**src/rtl/muldiv_pkg.sv**
```systemverilog
// Shared types and constants for the HI/LO multiply/divide unit:
// op encodings, FSM states and iteration constants.
package muldiv_pkg;

   localparam int XLEN = 32;
   localparam logic [4:0] ITER_LAST = 5'd31;

   localparam logic [1:0] MD_MULT  = 2'b00;
   localparam logic [1:0] MD_MULTU = 2'b01;
   localparam logic [1:0] MD_DIV   = 2'b10;
   localparam logic [1:0] MD_DIVU  = 2'b11;

   typedef enum logic [1:0] {
      S_IDLE = 2'b00,
      S_RUN  = 2'b01,
      S_FIX  = 2'b10
   } state_t;

   function automatic logic isDivOp(input logic [1:0] op);
      return (op == MD_DIV) || (op == MD_DIVU);
   endfunction

endpackage

```
**src/rtl/muldiv_step.sv**
```systemverilog
// One combinational iteration shared by multiply (shift-add) and
// divide (restoring shift-subtract).
// Ports: accIn/qmIn current partial state, opnd multiplicand or
// divisor, op selects mult/div; accOut/qmOut next partial state.
module muldiv_step
   import muldiv_pkg::*;
(
   input  logic [XLEN-1:0] accIn,
   input  logic [XLEN-1:0] qmIn,
   input  logic [XLEN-1:0] opnd,
   input  logic [1:0]      op,
   output logic [XLEN-1:0] accOut,
   output logic [XLEN-1:0] qmOut
);

   logic [XLEN:0] sum;
   logic [XLEN:0] rem;
   logic [XLEN:0] diff;

   always_comb begin
      sum    = {1'b0, accIn} + {1'b0, opnd};
      rem    = {accIn, qmIn[XLEN-1]};
      diff   = rem - {1'b0, opnd};
      accOut = accIn;
      qmOut  = qmIn;
      if (isDivOp(op)) begin
         // Borrow out of the top bit means the trial subtract failed.
         if (!diff[XLEN]) begin
            accOut = diff[XLEN-1:0];
            qmOut  = {qmIn[XLEN-2:0], 1'b1};
         end else begin
            accOut = rem[XLEN-1:0];
            qmOut  = {qmIn[XLEN-2:0], 1'b0};
         end
      end else begin
         // Product accumulates in acc; multiplier drains out of qm's LSB.
         if (qmIn[0])
            {accOut, qmOut} = {sum, qmIn[XLEN-1:1]};
         else
            {accOut, qmOut} = {1'b0, accIn, qmIn[XLEN-1:1]};
      end
   end

endmodule

```
**src/rtl/hilo_muldiv.sv**
```systemverilog
// Execute-stage iterative multiply/divide with HI/LO registers.
// Ports: CLK, RST (sync, active-high), WriteLoHiE start, MDOpE op,
// SrcAE/SrcBE operands, ReadHiE/ReadLoE MFHI/MFLO select,
// HiLoOutE read data, BusyE stall request.
// Build option: HILO_FAST_MULT_EN gives single-cycle multiplies.
module hilo_muldiv
   import muldiv_pkg::*;
(
   input  logic            CLK,
   input  logic            RST,
   input  logic            WriteLoHiE,
   input  logic [1:0]      MDOpE,
   input  logic [XLEN-1:0] SrcAE,
   input  logic [XLEN-1:0] SrcBE,
   input  logic            ReadHiE,
   input  logic            ReadLoE,
   output logic [XLEN-1:0] HiLoOutE,
   output logic            BusyE
);

   state_t          state;
   logic [4:0]      count;
   logic [1:0]      op;
   logic            signA, signB;
   logic [XLEN-1:0] acc, qm, opnd, rawA;
   logic [XLEN-1:0] hi, lo;
   logic [XLEN-1:0] accNext, qmNext;

   logic            isSignedIn;
   logic            negA, negB;
   logic [XLEN-1:0] absA, absB;
   logic [63:0]     prodFix;
   logic [XLEN-1:0] quot, rem;

   assign isSignedIn = (MDOpE == MD_MULT) || (MDOpE == MD_DIV);
   assign negA = isSignedIn & SrcAE[XLEN-1];
   assign negB = isSignedIn & SrcBE[XLEN-1];
   assign absA = negA ? -SrcAE : SrcAE;
   assign absB = negB ? -SrcBE : SrcBE;

   // Unsigned ops latch zero signs, so these fixups are no-ops for them.
   assign prodFix = (signA ^ signB) ? -{acc, qm} : {acc, qm};
   assign quot    = (signA ^ signB) ? -qm : qm;
   assign rem     = signA ? -acc : acc;

`ifdef HILO_FAST_MULT_EN
   logic [63:0] extA, extB, fastProd;
   assign extA     = {{32{negA}}, SrcAE};
   assign extB     = {{32{negB}}, SrcBE};
   assign fastProd = extA * extB;
`endif

   muldiv_step uStep (
      .accIn (acc),
      .qmIn  (qm),
      .opnd  (opnd),
      .op    (op),
      .accOut(accNext),
      .qmOut (qmNext)
   );

   assign BusyE = (state != S_IDLE);

   always_comb begin
      HiLoOutE = '0;
      if (ReadHiE)
         HiLoOutE = hi;
      else if (ReadLoE)
         HiLoOutE = lo;
   end

   always_ff @(posedge CLK) begin
      if (RST) begin
         state <= S_IDLE;
         count <= '0;
         op    <= MD_MULT;
         signA <= 1'b0;
         signB <= 1'b0;
         acc   <= '0;
         qm    <= '0;
         opnd  <= '0;
         rawA  <= '0;
         hi    <= '0;
         lo    <= '0;
      end else begin
         unique case (state)
            S_IDLE: begin
               if (WriteLoHiE) begin
`ifdef HILO_FAST_MULT_EN
                  if (!isDivOp(MDOpE)) begin
                     {hi, lo} <= fastProd;
                  end else begin
`else
                  begin
`endif
                     op    <= MDOpE;
                     signA <= negA;
                     signB <= negB;
                     acc   <= '0;
                     qm    <= absA;
                     opnd  <= absB;
                     rawA  <= SrcAE;
                     count <= '0;
                     state <= S_RUN;
                  end
               end
            end
            S_RUN: begin
               acc   <= accNext;
               qm    <= qmNext;
               count <= count + 5'd1;
               if (count == ITER_LAST)
                  state <= S_FIX;
            end
            S_FIX: begin
               if (!isDivOp(op))
                  {hi, lo} <= prodFix;
               else if (opnd == '0)
                  {hi, lo} <= {rawA, {XLEN{1'b1}}};
               else
                  {hi, lo} <= {rem, quot};
               state <= S_IDLE;
            end
            default: state <= S_IDLE;
         endcase
      end
   end

endmodule

```
**config.mk**
```make
export PLATFORM = sky130hd
export DESIGN_NAME = hilo_muldiv
export DESIGN_NICKNAME = d
export VERILOG_FILES = /design/src/rtl/muldiv_pkg.sv /design/src/rtl/muldiv_step.sv /design/src/rtl/hilo_muldiv.sv
export SDC_FILE = /design/constraint.sdc
export NUM_CORES = 1
export LEC_CHECK = 0
export CORE_MARGIN = 5
export CORE_UTILIZATION = 55
export CTS_CLUSTER_SIZE = 16
export DETAILED_ROUTE_END_ITERATION = 16
export PLACE_DENSITY = 0.78
export SLEW_MARGIN = 20
export SYNTH_ARGS = -nofsm -noshare
export SYNTH_HDL_FRONTEND = slang
export SYNTH_SLANG_ARGS = --single-unit
```
**constraint.sdc**
```tcl
create_clock -name CLK -period 3.1 [get_ports CLK]
set_input_delay 0.62 -clock CLK [delete_from_list [all_inputs] [get_ports CLK]]
set_output_delay 0.62 -clock CLK [all_outputs]
set_load 0.1 [all_outputs]
```
# [Word-level counts from Yosys, hierarchy flattened]
# Index checks and enable logic that the tools add are counted.
[op_classes] add_sub_neg=8 n_eq_ne=8 n_mux=26 bitwise=3 n_reduce_logical=10
[ops] op="two-way mux 32 bit" count=17
[ops] op="negator 32 bit" count=4
[ops] op="case mux 32 bit (2 select lines)" count=2
[ops] op="two-way mux 64 bit" count=1
[ops] op="negator 64 bit" count=1
[ops] op="adder 32 x 32 -> 33 bit" count=1
[ops] op="subtractor 33 x 32 -> 33 bit" count=1
[ops] op="zero test 32 bit" count=1
[ops] op="case mux 5 bit (2 select lines)" count=1
[ops] op="== test 2 bit (second input constant)" count=4
[ops] op="AND reduction 2 bit" count=3
[ops] op="adder 5 x 1 -> 5 bit (second input constant)" count=1
[ops] op="== test 5 bit (second input constant)" count=1
[ops] op="two-way mux 5 bit" count=1
[ops] op="zero test 2 bit" count=2
[ops] op="two-way mux 2 bit" count=2
[ops] op="!= test 2 bit (second input constant)" count=2
[ops] op="case mux 2 bit (2 select lines)" count=1
[ops] op="nonzero test 2 bit" count=2
[ops] op="bitwise AND 1 bit" count=2
[ops] op="== test 2 x 1 -> 1 bit (second input constant)" count=1
[ops] op="logical OR 1 bit" count=2
[ops] op="two-way mux 1 bit" count=1
[ops] op="bitwise XOR 1 bit" count=1
[word_totals] reg_bits=203 elab_cells=66

# [Longest topological paths before layout]
[logic_depth] ltp_word=6 ltp_mapped=14 ltp_nobuf=12

# [Cells and area by module]
# From an unflattened synthesis, not the netlist that was laid out.
[unflattened] hier_cells=2308 hier_area_um2=17072.6
[modules_own_cells] module="hilo_muldiv" n_inst=1 cells_each=1556 area_each_um2=11716.2 seq_area_each_um2=4063.9
[modules_own_cells] module="muldiv_step" n_inst=1 cells_each=752 area_each_um2=5356.4 seq_area_each_um2=0.0

# [Least setup slack after synthesis]
# No wires, ideal clock.
[synth_path] path_type="input-to-output" startpoint="in ReadHiE" endpoint="out HiLoOutE[23]" t_arrival_ns=3.101 path_slack_ns=-0.621 stages=3 path_buffers=2 path_cell_list="clkbuf_1 > clkbuf_1 > o21ai_0"
[synth_between] elab_chain_len=1
[synth_rtl] element="start, declared" line_no="hilo_muldiv.sv:15" text="input logic ReadHiE,"
[synth_rtl] element="two-way mux 32 bit" line_no="hilo_muldiv.sv:66" text="if (ReadHiE)"
[synth_rtl] element="end, declared" line_no="hilo_muldiv.sv:17" text="output logic [XLEN-1:0] HiLoOutE,"
# Every way passes these cells.

# [Worst setup path in the final report]
[layout_path] startpoint="reg qm[13]" endpoint="reg hi[15]"
[layout_between] elab_chain_len=3
[layout_rtl] element="start, declared" line_no="hilo_muldiv.sv:25" text="logic [XLEN-1:0] acc, qm, opnd, rawA;"
[layout_rtl] element="start signal, assigned" line_no="hilo_muldiv.sv:100" text="qm <= absA;"
[layout_rtl] element="start signal, assigned" line_no="hilo_muldiv.sv:110" text="qm <= qmNext;"
[layout_rtl] element="negator 64 bit" line_no="hilo_muldiv.sv:42" text="assign prodFix = (signA ^ signB) ? -{acc, qm} : {acc, qm};"
[layout_rtl] element="two-way mux 64 bit" line_no="hilo_muldiv.sv:42"
[layout_rtl] element="two-way mux 32 bit" line_no="hilo_muldiv.sv:116" text="if (!isDivOp(op))"
[layout_rtl] element="end signal, assigned" line_no="hilo_muldiv.sv:117" text="{hi, lo} <= prodFix;"
[layout_rtl] element="end signal, assigned" line_no="hilo_muldiv.sv:119" text="{hi, lo} <= {rawA, {XLEN{1'b1}}};"
[layout_rtl] element="end signal, assigned" line_no="hilo_muldiv.sv:121" text="{hi, lo} <= {rem, quot};"
[layout_rtl] element="end, declared" line_no="hilo_muldiv.sv:26" text="logic [XLEN-1:0] hi, lo;"
# Every way passes these cells.
# A chain may end at the register's enable or synchronous reset.

==> metrics <==
Final period util=98.0%; post-synth top area share=24.9%; Worst Setup Start Kind=flop; dpl cells=2797; final global-route overflow total=0; clock net sink count=202; Cell Pwr Density=423 nW/um^2; status=finished clean; gr usage total=32.7%; Max-slew headroom=45.5%; Hold Path Class=in2reg; Async SR Flop Fraction=0%; IO Pins=104; Fin. Hold Viols=0; most frequent cells in the layout=nand2_1 (297), buf_4 (261), nor2_1 (235); CTS Hold Bufs=0; initial core utilization=55.2%; P_leak=8.21 nW; vias in the first global route=16700; Setup violations, final=0; Port Buffer Count=103; Worst Max-Slew Pin Slew=0.818 ns; YS warnings=0; P&R area growth vs syn=27.1%; Core Area=29400 sq um; critical path data required time=3.59 ns; most common cell after layout, fill and taps aside=nand2_1; WL/cell=20.2 um; die area=33100 sq um; root buffer cell=clkbuf_16; mean cell area of the mapped netlist=7.26 sq um; final WL=57700 um; crit path max fanout=3; # H-tree levels=1; Synth area leaders=dfxtp_1 (25%), nand2_1 (6.9%), a21oi_1 (6.2%), a211oi_1 (5.8%), nor2_1 (5.5%); Setup CP Type=reg2reg; Final Slew Violations=0; sequential-to-total area share from yosys stat=24.9%; Worst-Skew Late Latency=0.56 ns; CP Capture Type=flop; worst-case clock buffer depth=3; Yosys cell types=82; Cell Area, Synth=16200 sq um; Yosys reg bits=202; post-synth top area cell=dfxtp_1; Arrival @ worst endpoint=3.53 ns; DRT antenna net count=0; CTS tree=built; layout cells sized above 1=17.7%; first drt pass iteration count=6; vias=17900; Residual DRC=0; PnR Total Power=8.73 mW; minimum clock period=3.04 ns; non-filler instance count after layout=2857; Max VDD drop=0.427 mV; Reg clk slew, reported paths=0.06 ns; pin count of the biggest net entering global routing=164; RSZ-0062 raised after global routing=yes; antenna violations before repair=0; Die Height=182 um; top_reg_cell synth=dfxtp_1; Post-Syn Nets=2380; fmax=329 MHz; number of synthesized flops with an enable pin=0; DP Wirelength=43300 um; die width=182 um; max_cap viols=0; first-pass GRT wire length=89300 um; net count reported at finish=2592; number of DRC markers in iteration 0=2032; CTS buffer count=24; GP Congestion=1.03; Syn Inst Count=2237; Vias/cell=6.28; Placement Rows=63; post-route clock skew=0.0304 ns; Antenna diodes=0
[registers in the layout, summed over array words and instances, names as in the netlist]
name	flops
lo	32
op	1
hi	32
opnd	32
acc	32
qm	32
rawA	32
count	5
signB	1
state	2
signA	1
[routing by layer]
| layer | wire (um) | global-route usage (%) |
|---|---|---|
| met5 | 0 | 0 |
| met4 | 2030 | 10.3 |
| met3 | 5450 | 5.21 |
| met2 | 25800 | 52.6 |
| met1 | 24500 | 45.2 |
[cell type report]
class,count,area [sq um]
multi-input cells,1788,11600
fillers,2414,8770
flip-flops and latches,202,4050
repair buffers,370,3410
clock buffers,30,643
well taps,390,488
inverters,63,236
clock inverters,14,234
[path summary, 6_finish.rpt]
kind                                               to  depth (start not counted)             startpoint  slack, ns
worst max-delay path              hi[15]$_SDFFE_PP0N_                          9    qm[13]$_SDFFE_PP0P_       0.06
worst min-delay path               signB$_SDFFE_PP0P_                          2                    RST       0.40
worst max register to register    hi[15]$_SDFFE_PP0N_                          9    qm[13]$_SDFFE_PP0P_       0.06
worst min register to register  rawA[11]$_SDFFE_PP0P_                          2  rawA[11]$_SDFFE_PP0P_       0.46
[where the power goes]
group	internal [mW]	switching, mW	total [mW]	leakage, nW
combinational	1.14	1.57	2.71	6.15
clock	1.90	1.27	3.17	0.413
sequential	2.72	0.136	2.86	1.65
[Yosys cell counts (10+ instances only)]
master / count
nor2_1: 236
and3_1: 14
mux2i_1: 50
buf_1: 11
a21o_1: 27
nor2b_1: 24
nor4_1: 27
clkbuf_1: 158
a2111oi_0: 14
nand3_1: 31
o31ai_1: 23
dfxtp_1: 202
o21ai_0: 131
nor3_1: 45
nor3b_1: 11
o211ai_1: 38
nand4_1: 13
ha_1: 70
xor2_1: 89
nand3b_1: 10
a211oi_1: 126
o21bai_1: 11
o41ai_1: 11
a21oi_1: 201
or3_1: 21
xnor2_1: 98
nand2_1: 298
a31oi_1: 19
or4_1: 10
nand2b_1: 12
inv_1: 63
buf_2: 10
[critical path, stage by stage, from the launching register on]
cell	delay (ns)
dfxtp_1	0.31
or4_4	0.55
or4_4	0.54
or3_4	0.43
nor4_4	0.34
nor2_1	0.08
xor2_1	0.21
nor2_1	0.06
a311o_2	0.34
a21oi_2	0.11
[per-stage QoR]
step / setup slack (ns) / cell area, sq um / util, % / hold WS (ns) / TNS (ns)
2_1_floorplan: -0.621 / 16200 / - / 0.428 / -18.12
3_3_place_gp: -0.515 / 19300 / 65.8 / 0.445 / -5.35
3_5_place_dp: -0.619 / 19300 / 65.8 / 0.445 / -8.90
4_1_cts: 0.00441 / 20300 / 69.1 / 0.372 / 0
5_1_grt: -0.0936 / 20600 / 70.2 / 0.398 / -0.259
6_report: 0.0624 / 20600 / 70.2 / 0.397 / 0
[cells by family after synthesis]
kind of cell,Yosys count,synth area share [%]
adder cells (fa/ha/maj),72,5.64
AND/OR/NAND/NOR,785,22.5
buffers and inverters,247,5.92
multiplexers,50,3.08
AO/OA/AOI/OAI,694,27.9
flip-flops,202,24.9
XOR/XNOR,187,10.1
[repair_timing]
action | 4_1_cts | 5_1_grt
buffers inserted | 7 | 9
gates resized for setup | 52 | 55
endpoints found under the setup margin | 30 | 50
pin swaps | 12 | 30
No activity file was read; power rests on OpenSTA's default activity.
